<file path="src/rtl/crt_pkg.sv">
// Shared constants for the CRT misc/status block: I/O bases, port offsets,
// the CR17 index and bit positions inside the Input Status registers.
package crt_pkg;

    localparam logic [15:0] MONO_BASE  = 16'h03B0;
    localparam logic [15:0] COLOR_BASE = 16'h03D0;

    localparam logic [15:0] OFF_IDX = 16'h0004;
    localparam logic [15:0] OFF_DAT = 16'h0005;
    localparam logic [15:0] OFF_STS = 16'h000A;

    localparam logic [5:0] CR17_IDX = 6'h17;

    // Input Status 0 field positions
    localparam int INS0_IRQ_POS   = 7;
    localparam int INS0_SENSE_POS = 4;

    // Input Status 1 field positions
    localparam int INS1_DE_POS    = 0;
    localparam int INS1_VSYNC_POS = 3;
    localparam int INS1_B4_POS    = 4;
    localparam int INS1_B5_POS    = 5;

    // Active I/O base for the current mono/colour decode
    function automatic logic [15:0] active_base(input logic color);
        return color ? COLOR_BASE : MONO_BASE;
    endfunction

endpackage

</file>
<file path="src/rtl/crt_sync_edge.sv">
// One-bit synchroniser followed by a rising-edge detector.
// The detector stays disarmed after reset until the pipeline has filled and
// the synchronised level has been seen low, so a level that is already high
// when reset releases is never reported as an edge.
module crt_sync_edge #(
    parameter int SYNC_STAGES = 2
) (
    input  logic clk,
    input  logic rst,
    input  logic din,
    output logic level,
    output logic rise
);

    logic [SYNC_STAGES-1:0] sync_reg;
    logic [SYNC_STAGES-1:0] fill_reg;
    logic                   prev_reg;
    logic                   armed_reg;

    // Synchroniser chain, pipeline-fill tracker, edge history and arming flag
    always_ff @(posedge clk or posedge rst) begin
        if (rst) begin
            sync_reg  <= '0;
            fill_reg  <= '0;
            prev_reg  <= 1'b0;
            armed_reg <= 1'b0;
        end else begin
            sync_reg  <= {sync_reg[SYNC_STAGES-2:0], din};
            fill_reg  <= {fill_reg[SYNC_STAGES-2:0], 1'b1};
            prev_reg  <= sync_reg[SYNC_STAGES-1];
            armed_reg <= armed_reg | (fill_reg[SYNC_STAGES-1] & ~sync_reg[SYNC_STAGES-1]);
        end
    end

    assign level = sync_reg[SYNC_STAGES-1];
    assign rise  = level & ~prev_reg & armed_reg;

endmodule

</file>
<file path="src/rtl/crt_status_irq.sv">
// CRT misc/status block: CR17, Feature Control, Input Status 0/1, plus
// edge-triggered interrupt sources with enable / write-1-to-clear pending
// registers and the attribute flip-flop clear pulse on Input Status 1 reads.
module crt_status_irq
    import crt_pkg::*;
#(
    parameter int          NUM_SRC      = 4,
    parameter int          SYNC_STAGES  = 2,
    parameter logic [7:0]  EXT_IRQ_IDX  = 8'h50,
    parameter logic [15:0] EXT_DATA_ADR = 16'h03CF
) (
    input  logic               h_hclk,
    input  logic               h_reset,
    input  logic               color_mode,
    input  logic               h_io_16,
    input  logic               h_io_wr,
    input  logic               h_io_rd,
    input  logic [15:0]        h_addr,
    input  logic [15:0]        h_io_dbus,
    input  logic [5:0]         c_crtc_index,
    input  logic [7:0]         c_ext_index,
    input  logic [NUM_SRC-1:0] int_src,
    input  logic               c_raw_vsync,
    input  logic               dis_en_sta,
    input  logic               t_sense_n,
    input  logic               a_is01_b5,
    input  logic               a_is01_b4,
    output logic [7:0]         reg_cr17,
    output logic [7:0]         reg_fcr,
    output logic [7:0]         reg_ins0,
    output logic [7:0]         reg_ins1,
    output logic [7:0]         reg_irq_en,
    output logic [7:0]         reg_irq_pend,
    output logic               crt_irq,
    output logic               attr_ff_clr,
    output logic               vsync_sel_ctl
);

    localparam logic [7:0] EXT_PEND_IDX = EXT_IRQ_IDX + 8'd1;

    logic [15:0]        base;
    logic               cr17_wr;
    logic               fcr_wr;
    logic               en_wr;
    logic               pend_wr;
    logic               is1_rd;

    logic [7:0]         cr17_reg;
    logic               fcr_b3_reg;
    logic [NUM_SRC-1:0] irq_en_reg;
    logic [NUM_SRC-1:0] irq_pend_reg;
    logic [NUM_SRC-1:0] irq_pend_next;
    logic               rd_prev_reg;
    logic               attr_clr_reg;

    logic [NUM_SRC-1:0] src_level;
    logic [NUM_SRC-1:0] src_rise;
    logic               vsync_s;
    logic               vsync_rise_unused;
    logic               unused_dbus;

    // Only a subset of the data bus bits is meaningful for these registers
    assign unused_dbus = ^{h_io_dbus, src_level, vsync_rise_unused};

    // One synchroniser / edge detector per interrupt source
    generate
        for (genvar gi = 0; gi < NUM_SRC; gi++) begin : g_src
            crt_sync_edge #(.SYNC_STAGES(SYNC_STAGES)) u_src (
                .clk   (h_hclk),
                .rst   (h_reset),
                .din   (int_src[gi]),
                .level (src_level[gi]),
                .rise  (src_rise[gi])
            );
        end
    endgenerate

    // Raw vsync only needs its synchronised level for Input Status 1
    crt_sync_edge #(.SYNC_STAGES(SYNC_STAGES)) u_vsync (
        .clk   (h_hclk),
        .rst   (h_reset),
        .din   (c_raw_vsync),
        .level (vsync_s),
        .rise  (vsync_rise_unused)
    );

    // Host I/O address decode against the active mono/colour base
    always_comb begin
        base    = active_base(color_mode);
        cr17_wr = h_io_wr && (c_crtc_index == CR17_IDX) &&
                  ((h_addr == base + OFF_DAT) || ((h_addr == base + OFF_IDX) && h_io_16));
        fcr_wr  = h_io_wr && (h_addr == base + OFF_STS);
        en_wr   = h_io_wr && (h_addr == EXT_DATA_ADR) && (c_ext_index == EXT_IRQ_IDX);
        pend_wr = h_io_wr && (h_addr == EXT_DATA_ADR) && (c_ext_index == EXT_PEND_IDX);
        is1_rd  = h_io_rd && (h_addr == base + OFF_STS);
    end

    // Pending update: write-1-to-clear first, then new edges, so a set wins
    always_comb begin
        irq_pend_next = irq_pend_reg;
        if (pend_wr)
            irq_pend_next = irq_pend_next & ~h_io_dbus[NUM_SRC+7:8];
        irq_pend_next = irq_pend_next | src_rise;
    end

    // Host-visible control registers, interrupt state and the IS1 read pulse
    always_ff @(posedge h_hclk or posedge h_reset) begin
        if (h_reset) begin
            cr17_reg     <= 8'h00;
            fcr_b3_reg   <= 1'b0;
            irq_en_reg   <= '0;
            irq_pend_reg <= '0;
            rd_prev_reg  <= 1'b0;
            attr_clr_reg <= 1'b0;
        end else begin
            if (cr17_wr)
                cr17_reg <= {h_io_dbus[15:13], 1'b0, h_io_dbus[11:8]};
            if (fcr_wr)
                fcr_b3_reg <= h_io_dbus[3];
            if (en_wr)
                irq_en_reg <= h_io_dbus[NUM_SRC+7:8];
            irq_pend_reg <= irq_pend_next;
            // Re-arm only after the read strobe has been low for a cycle
            rd_prev_reg  <= h_io_rd;
            attr_clr_reg <= is1_rd & ~rd_prev_reg;
        end
    end

    // Status assembly; crt_irq depends only on registered state
    always_comb begin
        reg_ins0                 = 8'h00;
        reg_ins0[INS0_IRQ_POS]   = crt_irq;
        reg_ins0[INS0_SENSE_POS] = t_sense_n;
        reg_ins1                 = 8'h00;
        reg_ins1[INS1_DE_POS]    = dis_en_sta;
        reg_ins1[INS1_VSYNC_POS] = vsync_s;
        reg_ins1[INS1_B4_POS]    = a_is01_b4;
        reg_ins1[INS1_B5_POS]    = a_is01_b5;
    end

    assign crt_irq       = |(irq_pend_reg & irq_en_reg);
    assign reg_cr17      = cr17_reg;
    assign reg_fcr       = {4'b0000, fcr_b3_reg, 3'b000};
    assign vsync_sel_ctl = fcr_b3_reg;
    assign reg_irq_en    = 8'(irq_en_reg);
    assign reg_irq_pend  = 8'(irq_pend_reg);
    assign attr_ff_clr   = attr_clr_reg;

endmodule

</file>
<file path="config.mk">
export PLATFORM = sky130hd
export DESIGN_NAME = crt_status_irq
export DESIGN_NICKNAME = d
export VERILOG_FILES = /design/src/rtl/crt_pkg.sv /design/src/rtl/crt_sync_edge.sv /design/src/rtl/crt_status_irq.sv
export SDC_FILE = /design/constraint.sdc
export NUM_CORES = 1
export LEC_CHECK = 0
export ABC_CLOCK_PERIOD_IN_PS = 1000
export BUFFER_PORTS_ARGS = -buffer_cell sky130_fd_sc_hd__buf_2
export CORE_ASPECT_RATIO = 1.75
export CORE_MARGIN = 2
export CORE_UTILIZATION = 42
export DETAILED_ROUTE_END_ITERATION = 10
export PLACE_DENSITY_LB_ADDON = 0.12
export SLEW_MARGIN = 30
export SYNTH_ARGS = -nofsm -noshare
export SYNTH_HDL_FRONTEND = slang
export SYNTH_SLANG_ARGS = --single-unit
export TNS_END_PERCENT = 50
</file>
<file path="constraint.sdc">
create_clock -name h_hclk -period 1 [get_ports h_hclk]
set_input_delay 0 -clock h_hclk [delete_from_list [all_inputs] [get_ports h_hclk]]
set_output_delay 0 -clock h_hclk [all_outputs]
set_load 0.02 [all_outputs]
</file>
Yosys cells after proc, flatten, opt, wreduce, memory -nomap -nowiden. Cells that the tools add are included.

Register bits: 44. Logic and storage cells: 75.

Add/sub/neg operators: 3. Equal/unequal tests: 7. Multiplexer cells: 2. Bitwise operators: 30. Reductions and logical operators: 10.

Operators with widths (count): equality test 16 x 11 -> 1 bit (3); adder 10 x 3 -> 11 bit (second input constant) (2); equality test 16 x 10 -> 1 bit (second input constant) (1); equality test 8 x 7 -> 1 bit (second input constant) (2); bitwise AND 1 bit (13); adder 10 x 4 -> 11 bit (second input constant) (1); NOT 1 bit (9); bitwise AND 4 bit (2); logical AND 1 bit (8); 2-to-1 mux 7 bit (1); equality test 6 x 5 -> 1 bit (second input constant) (1); 2-to-1 mux 4 bit (1); NOT 4 bit (1); OR 1 bit (4); OR 4 bit (1); OR reduction 4 bit (1); logical OR 1 bit (1).

Logic depth before layout (Yosys ltp).
Depth after elaboration: 6. Depth in mapped cells: 4.

By module. Synthesis repeated with hierarchy kept, for this count alone.

Cell total of the unflattened synthesis: 160. Area total of the unflattened synthesis: 2023.2 um^2.

By module, submodules not included: crt_status_irq (instances 1, cells each 105, area an instance 1116.1 um^2, sequential area each 450.4 um^2); crt_sync_edge (instances 5, cells each 11, area an instance 181.4 um^2, sequential area each 150.1 um^2).

Worst setup path after synthesis. Ideal clock, no wire load.

Path type: in2reg. Start: in h_addr[10]. End: reg cr17_reg[0] (netlist: reg_cr17[0]). Library setup time: 125 ps. Arrival: 1333 ps. Data required time: 875 ps. Slack: -458 ps. Stages: 4. Cell sequence: nor4_4 -> nand4_4 -> nor4_4 -> mux2_2.

Word-level cells in the longest chain between the ends: 4. Elaborated cells on any way between the ends: 5.

RTL lines: start: declaration (RTL line crt_status_irq.sv:18) `input logic [15:0] h_addr,`; equality test 16 x 11 -> 1 bit (RTL line crt_status_irq.sv:91) `((h_addr == base + OFF_DAT) || ((h_addr == base + OFF_IDX) && h_io_16));`; logical AND 1 bit (RTL line crt_status_irq.sv:91); logical OR 1 bit * (RTL line crt_status_irq.sv:91); logical AND 1 bit * (RTL line crt_status_irq.sv:90) `cr17_wr = h_io_wr && (c_crtc_index == CR17_IDX) &&`; end signal: assignment (RTL line crt_status_irq.sv:117) `cr17_reg <= {h_io_dbus[15:13], 1'b0, h_io_dbus[11:8]};`; end: declaration (RTL line crt_status_irq.sv:48) `logic [7:0] cr17_reg;`.

Mark *: on every way between the ends. The rest lies on a longest branch, timed or not. A chain may end at the register's enable or synchronous reset.

Worst setup path in the final report.
Start: in h_addr[13]. End: reg irq_en_reg[2].

Word-level cells in the longest chain between the ends: 3.

RTL lines: equality test 16 x 10 -> 1 bit (RTL line crt_status_irq.sv:93) `en_wr = h_io_wr && (h_addr == EXT_DATA_ADR) && (c_ext_index == EXT_IRQ_IDX);`; logical AND 1 bit (2 in a row) (RTL line crt_status_irq.sv:93); end signal: assignment (RTL line crt_status_irq.sv:121) `irq_en_reg <= h_io_dbus[NUM_SRC+7:8];`; end: declaration (RTL line crt_status_irq.sv:50) `logic [NUM_SRC-1:0] irq_en_reg;`.

Every way passes these cells.

==> impl_metrics.json <==
{
  "status": "finished with violations",
  "violations": "negative setup slack",
  "critPathCaptureType": "flop",
  "route.antenna.remaining_nets": 0,
  "wl_per_cell_um": 13.7,
  "worst_hold_path_type": "in2out",
  "syn_avg_cell_area_um2": 12.4,
  "place_congestion": 0.699,
  "drcViolationCount": 0,
  "htree_levels": 2,
  "largest_reg_flops": 8,
  "cts_buffers": 5,
  "die-area_mm2": 0.00468,
  "grt_antenna_before_repair": 0,
  "clkTransAtPathRegs_ps": 60,
  "io_buffers": 69,
  "fin_skew_ps": 5.84,
  "synth_top_cells_by_area": "dfrtp_1, buf_4, mux2_2",
  "top_usage_layer": "met2",
  "finalCriticalPeriod_ps": 1240,
  "start_kind": "primary input",
  "setup_viol_count_final": 18,
  "die_x_um": 52.6,
  "yosys.area.top_type": "dfrtp_1",
  "power_density_mw_per_mm2": 1210,
  "arrival_ps": 1410,
  "synth.distinct_cells": 23,
  "hpwl_mm": 2.83,
  "clock-sinks": 38,
  "clock_latency_ps": 290,
  "yosysSeqAreaShare_pct": 54.8,
  "cts_root_buffer": "clkbuf_8",
  "syn_inst": 140,
  "grt_first_pass_wirelength_mm": 5.83,
  "met2_usage_pct": 33.3,
  "yosys_register_bits": 38,
  "crit_required_ps": 1170,
  "finish.net_count": 301,
  "grt_pass1_vias": 1309,
  "p_leak_nw": 1.32,
  "netlist_area_mm2": 0.00174,
  "holdWs_ps": 0.0736,
  "finalPower_w": 0.00300,
  "cts.path.max_buffers": 2,
  "grt-ovfl-total": 0,
  "clock.fmax_mhz": 806,
  "io_pins": 112,
  "grt_use_total_pct": 17.6,
  "n_antenna_cell": 0,
  "use_met1_pct": 16.8,
  "grt_util_met3_pct": 3.34,
  "path_max_fanout": 3,
  "setup_slack_ps": -241,
  "die_h_um": 89.0,
  "drtPass1Iterations": 2,
  "period_share_pct": 124,
  "synth_top_cell_area_share_pct": 54.8,
  "rows": 30,
  "core-area_mm2": 0.00390,
  "maxCapViolations": 0,
  "start_util_pct": 44.5,
  "grt_max_degree": 39,
  "avgViaCountPerCell": 4.60,
  "drv_slew": 0,
  "critPathKind": "in2reg",
  "dr_total_vias": 1329,
  "cts_tree": "built",
  "wirelength_mm": 3.95,
  "dr.first_iter.drc_count": 7,
  "finalHoldViolCount": 0,
  "rsz0062_at_grt": "yes",
  "peakVddDrop_mv": 1.37,
  "drive_gt1_share_pct": 47.7,
  "syn2layout_area_growth_pct": 43.1,
  "synth_warnings": 0
}
layout by cell type (no fill, tap or decap), types with 3 or more instances in the layout:
| cell type | n |
|---|---|
| nor4_4 | 3 |
| conb_1 | 27 |
| buf_4 | 16 |
| nor4b_1 | 3 |
| buf_6 | 8 |
| o22ai_1 | 4 |
| clkbuf_8 | 6 |
| a21o_1 | 8 |
| mux2_4 | 11 |
| nand2_1 | 6 |
| dlygate4sd3_1 | 15 |
| buf_2 | 61 |
| inv_1 | 11 |
| dfrtp_1 | 38 |
cell type report:
class / instances / area [um2]
Multi-Input combinational cell: 83 / 654
Inverter: 11 / 41.3
Clock buffer: 7 / 86.3
Timing Repair Buffer: 101 / 686
Clock inverter: 1 / 5.00
Tap cell: 48 / 60.1
Sequential cell: 38 / 951
Fill cell: 331 / 1420
worst paths after layout:
kind | from | to | slack [ps] | depth (start not counted)
setup / recovery | h_addr[13] | irq_en_reg[2] | -240 | 6
hold reg to reg | g_src[3].u_src.fill_reg[0] | g_src[0].u_src.fill_reg[1] | 350 | 0
setup reg to reg | irq_en_reg[0] | irq_en_reg[0] | 80 | 2
hold / removal | a_is01_b5 | reg_ins1[5] | 0.07 | 0
min in group asynchronous | h_reset | g_src[0].u_src.armed_reg | 310 | 4
max in group asynchronous | h_reset | rd_prev_reg | 500 | 4
cell usage after synthesis, drive strengths merged:
| cell type | instances |
|---|---|
| inv | 11 |
| nor3b | 2 |
| a21o | 8 |
| buf | 33 |
| o22ai | 4 |
| and2 | 1 |
| or4 | 1 |
| o21ai | 1 |
| conb | 2 |
| nand4 | 2 |
| nand4bb | 1 |
| and2b | 1 |
| and3b | 2 |
| nand3 | 2 |
| nand2 | 7 |
| dfrtp | 38 |
| o2111ai | 1 |
| nor4 | 3 |
| nor4b | 4 |
| nor2 | 2 |
| mux2 | 12 |
| a22oi | 2 |
cells by family (layout without fill, tap and decap cells):
| kind of cell | count (synthesis) | in the layout | synth area share, % |
|---|---|---|---|
| and+or+nand+nor | 28 | 28 | 13.8 |
| DFF | 38 | 38 | 54.8 |
| muxes | 12 | 12 | 7.79 |
| other | 2 | 27 | 0.433 |
| buffers and inverters | 44 | 120 | 16.7 |
| AOI/OAI and AO/OA | 16 | 16 | 6.56 |
critical path, cell delays in order:
cell     delay, ps
buf_6          100
nor4_4         350
nand4_4        190
nor4_4         310
buf_4          170
mux2_4         290
where the power goes:
group          internal [W]  leakage (nW)  switching (W)
clock              0.000555        0.0482       0.000492
sequential          0.00157         0.450      0.0000154
combinational      0.000159         0.820       0.000207
metal layers:
metal	share of wire [%]	vias to the layer above
met2	56	61
met5	0	-
met4	3.1	0
met3	7.6	11
li1	-	617
met1	33	640
per-stage QoR:
stage	cell area [um2]	cells	setup slack (ps)	utilization [%]	TNS (ps)
detailed placement	2060	257	-622	52.9	-8940
global route	2480	289	-293	63.6	-3980
floorplan	1830	165	-355	-	-5520
CTS	2440	288	-254	62.5	-3390
finish	2480	289	-241	63.6	-3270
global placement	2060	257	-518	52.9	-8160
timing repair:
item                                    in CTS  in global routing
endpoints found under the hold margin       56                  0
setup buffers                                8                  1
endpoints found under the setup margin      18                 24
gates resized for setup                     19                 11
pin swaps                                    7                  7
hold buffers                                15                  0
(Power assumes the default switching activity.)
